**src/rtl/moxie_ifetch_wb.sv**
```systemverilog
// +----------------------------------------------------------------------------+
// | moxie_ifetch_wb: Wishbone instruction-fetch master with address-tagged     |
// | prefetch FIFO and branch flush.                                            |
// | Revision: 1.0                                                              |
// +----------------------------------------------------------------------------+
`default_nettype none

module moxie_ifetch_wb #(
   parameter int                    ADDR_WIDTH = 32,
   parameter int                    DATA_WIDTH = 32,
   parameter int                    DEPTH      = 4,
   parameter logic [ADDR_WIDTH-1:0] RESET_PC   = 32'h00001000
) (
   input  logic                      clk_i,
   input  logic                      rst_ni,
   input  logic                      branch_i,
   input  logic [ADDR_WIDTH-1:0]     branch_target_i,
   input  logic                      pop_i,
   output logic                      valid_o,
   output logic [DATA_WIDTH-1:0]     data_o,
   output logic [ADDR_WIDTH-1:0]     addr_o,
   output logic [$clog2(DEPTH):0]    count_o,
   output logic                      err_o,
   output logic [ADDR_WIDTH-1:0]     wb_adr_o,
   output logic                      wb_cyc_o,
   output logic                      wb_stb_o,
   output logic                      wb_we_o,
   output logic [DATA_WIDTH/8-1:0]   wb_sel_o,
   input  logic [DATA_WIDTH-1:0]     wb_dat_i,
   input  logic                      wb_ack_i,
   input  logic                      wb_err_i
);

   localparam int                    PW   = $clog2(DEPTH);
   localparam int                    CW   = PW + 1;
   localparam logic [ADDR_WIDTH-1:0] STEP = ADDR_WIDTH'(DATA_WIDTH / 8);
   localparam logic [CW-1:0]         FULL = CW'(DEPTH);

   typedef enum logic [1:0] {
      IDLE  = 2'd0,
      BUSY  = 2'd1,
      FLUSH = 2'd2,
      HALT  = 2'd3
   } state_e;

   state_e                 state_q, state_d;
   logic [ADDR_WIDTH-1:0]  pc_q, pc_d;
   logic [ADDR_WIDTH-1:0]  adr_q, adr_d;
   logic                   stb_q, stb_d;
   logic                   err_q, err_d;
   logic [CW-1:0]          count_q, count_d;
   logic [PW-1:0]          rd_ptr_q, rd_ptr_d;
   logic [PW-1:0]          wr_ptr_q, wr_ptr_d;
   logic [DATA_WIDTH-1:0]  data_mem_q [DEPTH];
   logic [ADDR_WIDTH-1:0]  addr_mem_q [DEPTH];

   logic                   push, clear, pop_ok, term;
   logic [CW-1:0]          cnt_pop;
   logic                   room_idle, room_after;

   assign pop_ok     = pop_i && (count_q != '0);
   assign term       = stb_q && (wb_ack_i || wb_err_i);
   assign cnt_pop    = count_q - CW'(pop_ok);
   assign room_idle  = cnt_pop < FULL;
   assign room_after = (cnt_pop + CW'(1)) < FULL;

   always_comb begin
      state_d = state_q;
      pc_d    = pc_q;
      adr_d   = adr_q;
      stb_d   = stb_q;
      err_d   = 1'b0;
      push    = 1'b0;
      clear   = 1'b0;
      case (state_q)
         IDLE: begin
            if (branch_i) begin
               clear   = 1'b1;
               pc_d    = branch_target_i;
               adr_d   = branch_target_i;
               stb_d   = 1'b1;
               state_d = BUSY;
            end else if (room_idle) begin
               adr_d   = pc_q;
               stb_d   = 1'b1;
               state_d = BUSY;
            end
         end
         BUSY: begin
            if (branch_i) begin
               clear = 1'b1;
               pc_d  = branch_target_i;
               if (term) begin
                  stb_d   = 1'b0;
                  state_d = IDLE;
               end else begin
                  state_d = FLUSH;
               end
            end else if (term) begin
               if (wb_ack_i) begin
                  push = 1'b1;
                  pc_d = pc_q + STEP;
                  // Keep the strobe up for back-to-back fetch only if the slot is guaranteed.
                  if (room_after) begin
                     adr_d = pc_q + STEP;
                  end else begin
                     stb_d   = 1'b0;
                     state_d = IDLE;
                  end
               end else begin
                  err_d   = 1'b1;
                  stb_d   = 1'b0;
                  state_d = HALT;
               end
            end
         end
         FLUSH: begin
            if (branch_i) begin
               clear = 1'b1;
               pc_d  = branch_target_i;
            end
            if (term) begin
               stb_d   = 1'b0;
               state_d = IDLE;
            end
         end
         HALT: begin
            if (branch_i) begin
               clear   = 1'b1;
               pc_d    = branch_target_i;
               state_d = IDLE;
            end
         end
         default: state_d = IDLE;
      endcase

      if (clear) begin
         count_d  = '0;
         rd_ptr_d = '0;
         wr_ptr_d = '0;
      end else begin
         count_d  = count_q + CW'(push) - CW'(pop_ok);
         rd_ptr_d = rd_ptr_q + PW'(pop_ok);
         wr_ptr_d = wr_ptr_q + PW'(push);
      end
   end

   always_ff @(posedge clk_i or negedge rst_ni) begin
      if (!rst_ni) begin
         state_q  <= IDLE;
         pc_q     <= RESET_PC;
         adr_q    <= RESET_PC;
         stb_q    <= 1'b0;
         err_q    <= 1'b0;
         count_q  <= '0;
         rd_ptr_q <= '0;
         wr_ptr_q <= '0;
         for (int i = 0; i < DEPTH; i++) begin
            data_mem_q[i] <= '0;
            addr_mem_q[i] <= '0;
         end
      end else begin
         state_q  <= state_d;
         pc_q     <= pc_d;
         adr_q    <= adr_d;
         stb_q    <= stb_d;
         err_q    <= err_d;
         count_q  <= count_d;
         rd_ptr_q <= rd_ptr_d;
         wr_ptr_q <= wr_ptr_d;
         if (push) begin
            data_mem_q[wr_ptr_q] <= wb_dat_i;
            addr_mem_q[wr_ptr_q] <= adr_q;
         end
      end
   end

   assign valid_o  = (count_q != '0);
   assign data_o   = data_mem_q[rd_ptr_q];
   assign addr_o   = addr_mem_q[rd_ptr_q];
   assign count_o  = count_q;
   assign err_o    = err_q;
   assign wb_adr_o = adr_q;
   assign wb_cyc_o = stb_q;
   assign wb_stb_o = stb_q;
   assign wb_we_o  = 1'b0;
   assign wb_sel_o = '1;

endmodule

`default_nettype wire

```
**config.mk**
```make
export PLATFORM = sky130hd
export DESIGN_NAME = moxie_ifetch_wb
export DESIGN_NICKNAME = d
export VERILOG_FILES = /design/src/rtl/moxie_ifetch_wb.sv
export SDC_FILE = /design/constraint.sdc
export NUM_CORES = 1
export LEC_CHECK = 0
export BUFFER_PORTS_ARGS = -buffer_cell sky130_fd_sc_hd__buf_2
export CELL_PAD_IN_SITES_DETAIL_PLACEMENT = 1
export CELL_PAD_IN_SITES_GLOBAL_PLACEMENT = 1
export CORE_MARGIN = 5
export CORE_UTILIZATION = 52
export CTS_CLUSTER_SIZE = 40
export DETAILED_ROUTE_END_ITERATION = 12
export GPL_TIMING_DRIVEN = 0
export PLACE_DENSITY = 0.84
export SLEW_MARGIN = 25
export SYNTH_ARGS = -nofsm -noshare
export SYNTH_HDL_FRONTEND = slang
export SYNTH_SLANG_ARGS = --single-unit
```
**constraint.sdc**
```tcl
create_clock -name clk_i -period 8 [get_ports clk_i]
set_input_delay 0 -clock clk_i [delete_from_list [all_inputs] [get_ports clk_i]]
set_output_delay 0 -clock clk_i [all_outputs]
set_load 0.005 [all_outputs]
```
==> impl_metrics.tcl <==
set metrics [dict create \
    clk_pin_slew_worst_paths_ns 0.06 \
    h-tree-depth 2 \
    dp.cells 1782 \
    skew_ns 0.0186 \
    tns_ns 0 \
    start_util 0.524 \
    vias 11700 \
    min_path_type "in -> async" \
    synthSimpleGateAreaFrac 0.0745 \
    outcome "finished, final reports clean" \
    hold_viol 0 \
    die_area_um2 34300 \
    fin_util 0.638 \
    place_hpwl_um 33500 \
    reg2reg_depth 11 \
    post-route-min-period_ns 3.63 \
    whs_ns 0.0267 \
    setup_viol 0 \
    cts_buffer_depth 3 \
    clock_sink_count 331 \
    slew_viol_final 0 \
    grt_max_degree 83 \
    synth_cell_types 67 \
    pin_count 178 \
    root_buffer "clkbuf_16" \
    fp.dieH_um 185 \
    synthXorXnorAreaFrac 0.0231 \
    num_rows 64 \
    grt.overflow.total 0 \
    nets 1574 \
    p_leak_nw 9.11 \
    antenna_found_initial 0 \
    grt_pass1_wl_um 81500 \
    muxShareOfSynthArea 0.286 \
    die_w_um 185 \
    drt_iter0_markers 815 \
    crit_type "reg -> reg" \
    grt_setup_unrepaired "false" \
    grt_pass1_vias 13300 \
    wl_per_cell_um 27.7 \
    ys.flop_type "dfrtp_1" \
    firstDrtPassIters 5 \
    pre_cts_ws_ns 4.42 \
    endpoint_kind "flop" \
    async_reset_ff_frac 1.00 \
    netlist_area_um2 16000 \
    worstMarginPinSlew_ns 0.966 \
    synth_compound_area_frac 0.0551 \
    maxUsedRoutingLayer "met4" \
    ir_drop_mv 0.174 \
    required_ns 8.41 \
    io_buffers 170 \
    drc 0 \
    core-area_um2 30400 \
    fin_crit_sh 0.453 \
    syn_inst 1209 \
    synth_edf_count 0 \
    cp-start-kind "flop" \
    worst_slack_ns 4.37 \
    yosysWarnings 0 \
    ys_ff_latch 331 \
    final_cells 1917 \
    via_per_inst 6.10 \
    ant_nets 0 \
    route.met3.wl_um 2720 \
    met2WireLength_um 27500 \
    post_cts_buffers 0 \
    gp_congestion 0.960 \
    wirelength_um 53100 \
    power.density_nw_per_um2 352 \
    max_freq_ghz 0.276 \
    synth_fa_ha_area_frac 0.00988 \
    synth_seq_area_share 0.519 \
    synth_top_family_by_area "multiplexers" \
    crit_fanout 10 \
    syn_avg_cell_area_um2 13.2 \
    nFillCells 2932 \
    max-cap-violations 0 \
    clk_latency_ns 0.54 \
    drive_above_1_share 0.414 \
    max_slew_margin 0.353 \
    cts_tree "done" \
    cts_buffers 37 \
    cp.arrival_ns 4.03 \
    track_usage 0.314 \
    wl_met1_um 20700 \
    synthToLayoutAreaGrowth_pct 21.7 \
]
through the flow:
stage          area, µm²  power [mW]
3_5_place_dp       17400        4.84
6_report           19400        6.83
3_3_place_gp       17300        4.68
4_1_cts            19400        6.81
2_1_floorplan      16000        3.82
5_1_grt            19400        7.15
area by class of cell:
| cell class | instances | area, µm² | area share |
|---|---|---|---|
| diodes | 1 | 2.50 | 0.000129 |
| clock inverters | 18 | 267 | 0.0137 |
| inverters | 16 | 60.1 | 0.00309 |
| flip-flops and latches | 331 | 8290 | 0.427 |
| repair buffers | 241 | 1640 | 0.0845 |
| clock buffers | 49 | 1050 | 0.0541 |
| well taps | 396 | 495 | 0.0255 |
| multi-input cells | 771 | 7170 | 0.369 |
| plain buffers | 94 | 447 | 0.0230 |
path summary, 6_finish.rpt:
kind	startpoint	slack (ns)	to
min in group clk_i	wb_ack_i	0.11	wb_cyc_o
max reg2reg	count_o[1]	4.37	wb_adr_o[18]
min reg2reg	addr_mem_q[63]	0.49	addr_mem_q[63]
max	count_o[1]	4.37	wb_adr_o[18]
max in group asynchronous	rst_ni	7.07	data_mem_q[109]
min	rst_ni	0.03	data_mem_q[105]
Yosys cell counts (5+ instances only):
cell	number	area [µm²]
dfrtp_1	329	8230
buf_1	7	26.3
xor2_1	9	78.8
buf_4	7	52.6
or3_1	5	31.3
a31oi_1	7	43.8
nand2_1	72	270
mux4_2	64	1440
nor2_1	32	120
nor2b_1	8	50.1
nand2b_1	14	87.6
a22oi_1	6	45.0
nor3_1	13	65.1
o211ai_1	5	37.5
and3_1	10	62.6
o21ai_0	56	280
a211oi_1	6	45.0
inv_1	14	52.6
xnor2_1	33	289
nand4_1	14	87.6
mux2i_1	18	180
buf_2	41	205
clkbuf_1	36	135
nand3_1	19	95.1
mux2_2	257	2890
a21oi_1	29	145
ha_1	11	138
nor4_1	13	81.3
o31ai_1	6	45.0
what timing repair did:
action / CTS / global route
endpoints found under the hold margin: 506 / 0
hold buffers: 67 / 0
setup endpoints to repair: 0 / 0
gates resized for setup: 0 / 0
layout by cell type (no fill, tap or decap), types with 7 or more instances in the layout:
cell type      Yosys  final
a21oi_1           29     29
a31oi_1            7      7
and3_1            10     10
buf_1              7      7
buf_2             41    210
buf_4              7      7
clkbuf_1          36     40
clkbuf_16          0     37
clkbuf_8           0      8
clkinv_2           0      9
dfrtp_1          329    329
dlygate4sd3_1      0     67
ha_1              11     11
inv_1             14     14
mux2_2           257    257
mux2i_1           18     18
mux4_2            64     64
nand2_1           72     72
nand2b_1          14     14
nand3_1           19     19
nand4_1           14     14
nor2_1            32     32
nor2b_1            8      8
nor3_1            13     13
nor4_1            13     13
o21ai_0           56     56
xnor2_1           33     33
xor2_1             9      9
flip-flops by register name (all words and copies together) (netlist names), 2 cells and up:
name / flops
wr_ptr_q: 2
data_mem_q: 128
state_q: 2
addr_mem_q: 128
count_o: 3
rd_ptr_q: 2
wb_adr_o: 32
pc_q: 32
power breakdown:
group | total [mW] | internal [mW] | leakage (nW) | switching, mW
Sequential | 2.54 | 2.10 | 4.37 | 0.444
Combinational | 2.43 | 1.13 | 4.08 | 1.31
Clock | 1.85 | 1.12 | 0.657 | 0.731
Total | 6.83 | 4.35 | 9.11 | 2.48
logic make-up after synthesis:
group	after synthesis
multiplexers	343
flip-flops	331
AND/OR/NAND/NOR	225
AO/OA/AOI/OAI	144
buffers and inverters	110
XOR/XNOR	42
adder cells (fa/ha/maj)	12
other	2
worst max-delay path: stages, from the launching register on:
cell and delay (ns):
dfrtp_1 0.45, or3_1 0.38, and2_1 0.24, ha_1 0.23, ha_1 0.19, xor2_1 0.47, xnor2_1 0.33, a31oi_1 0.38
buf_2 0.30, buf_4 0.24, a211oi_1 0.09, a21o_1 0.21
layer usage:
metal / track usage / vias to the layer above
met5: 0 / -
met4: 0.124 / 0
met3: 0.0469 / 151
met2: 0.559 / 458
met1: 0.387 / 6089
li1: - / 4996
Note: power is estimated with default switching activity, not from simulation.
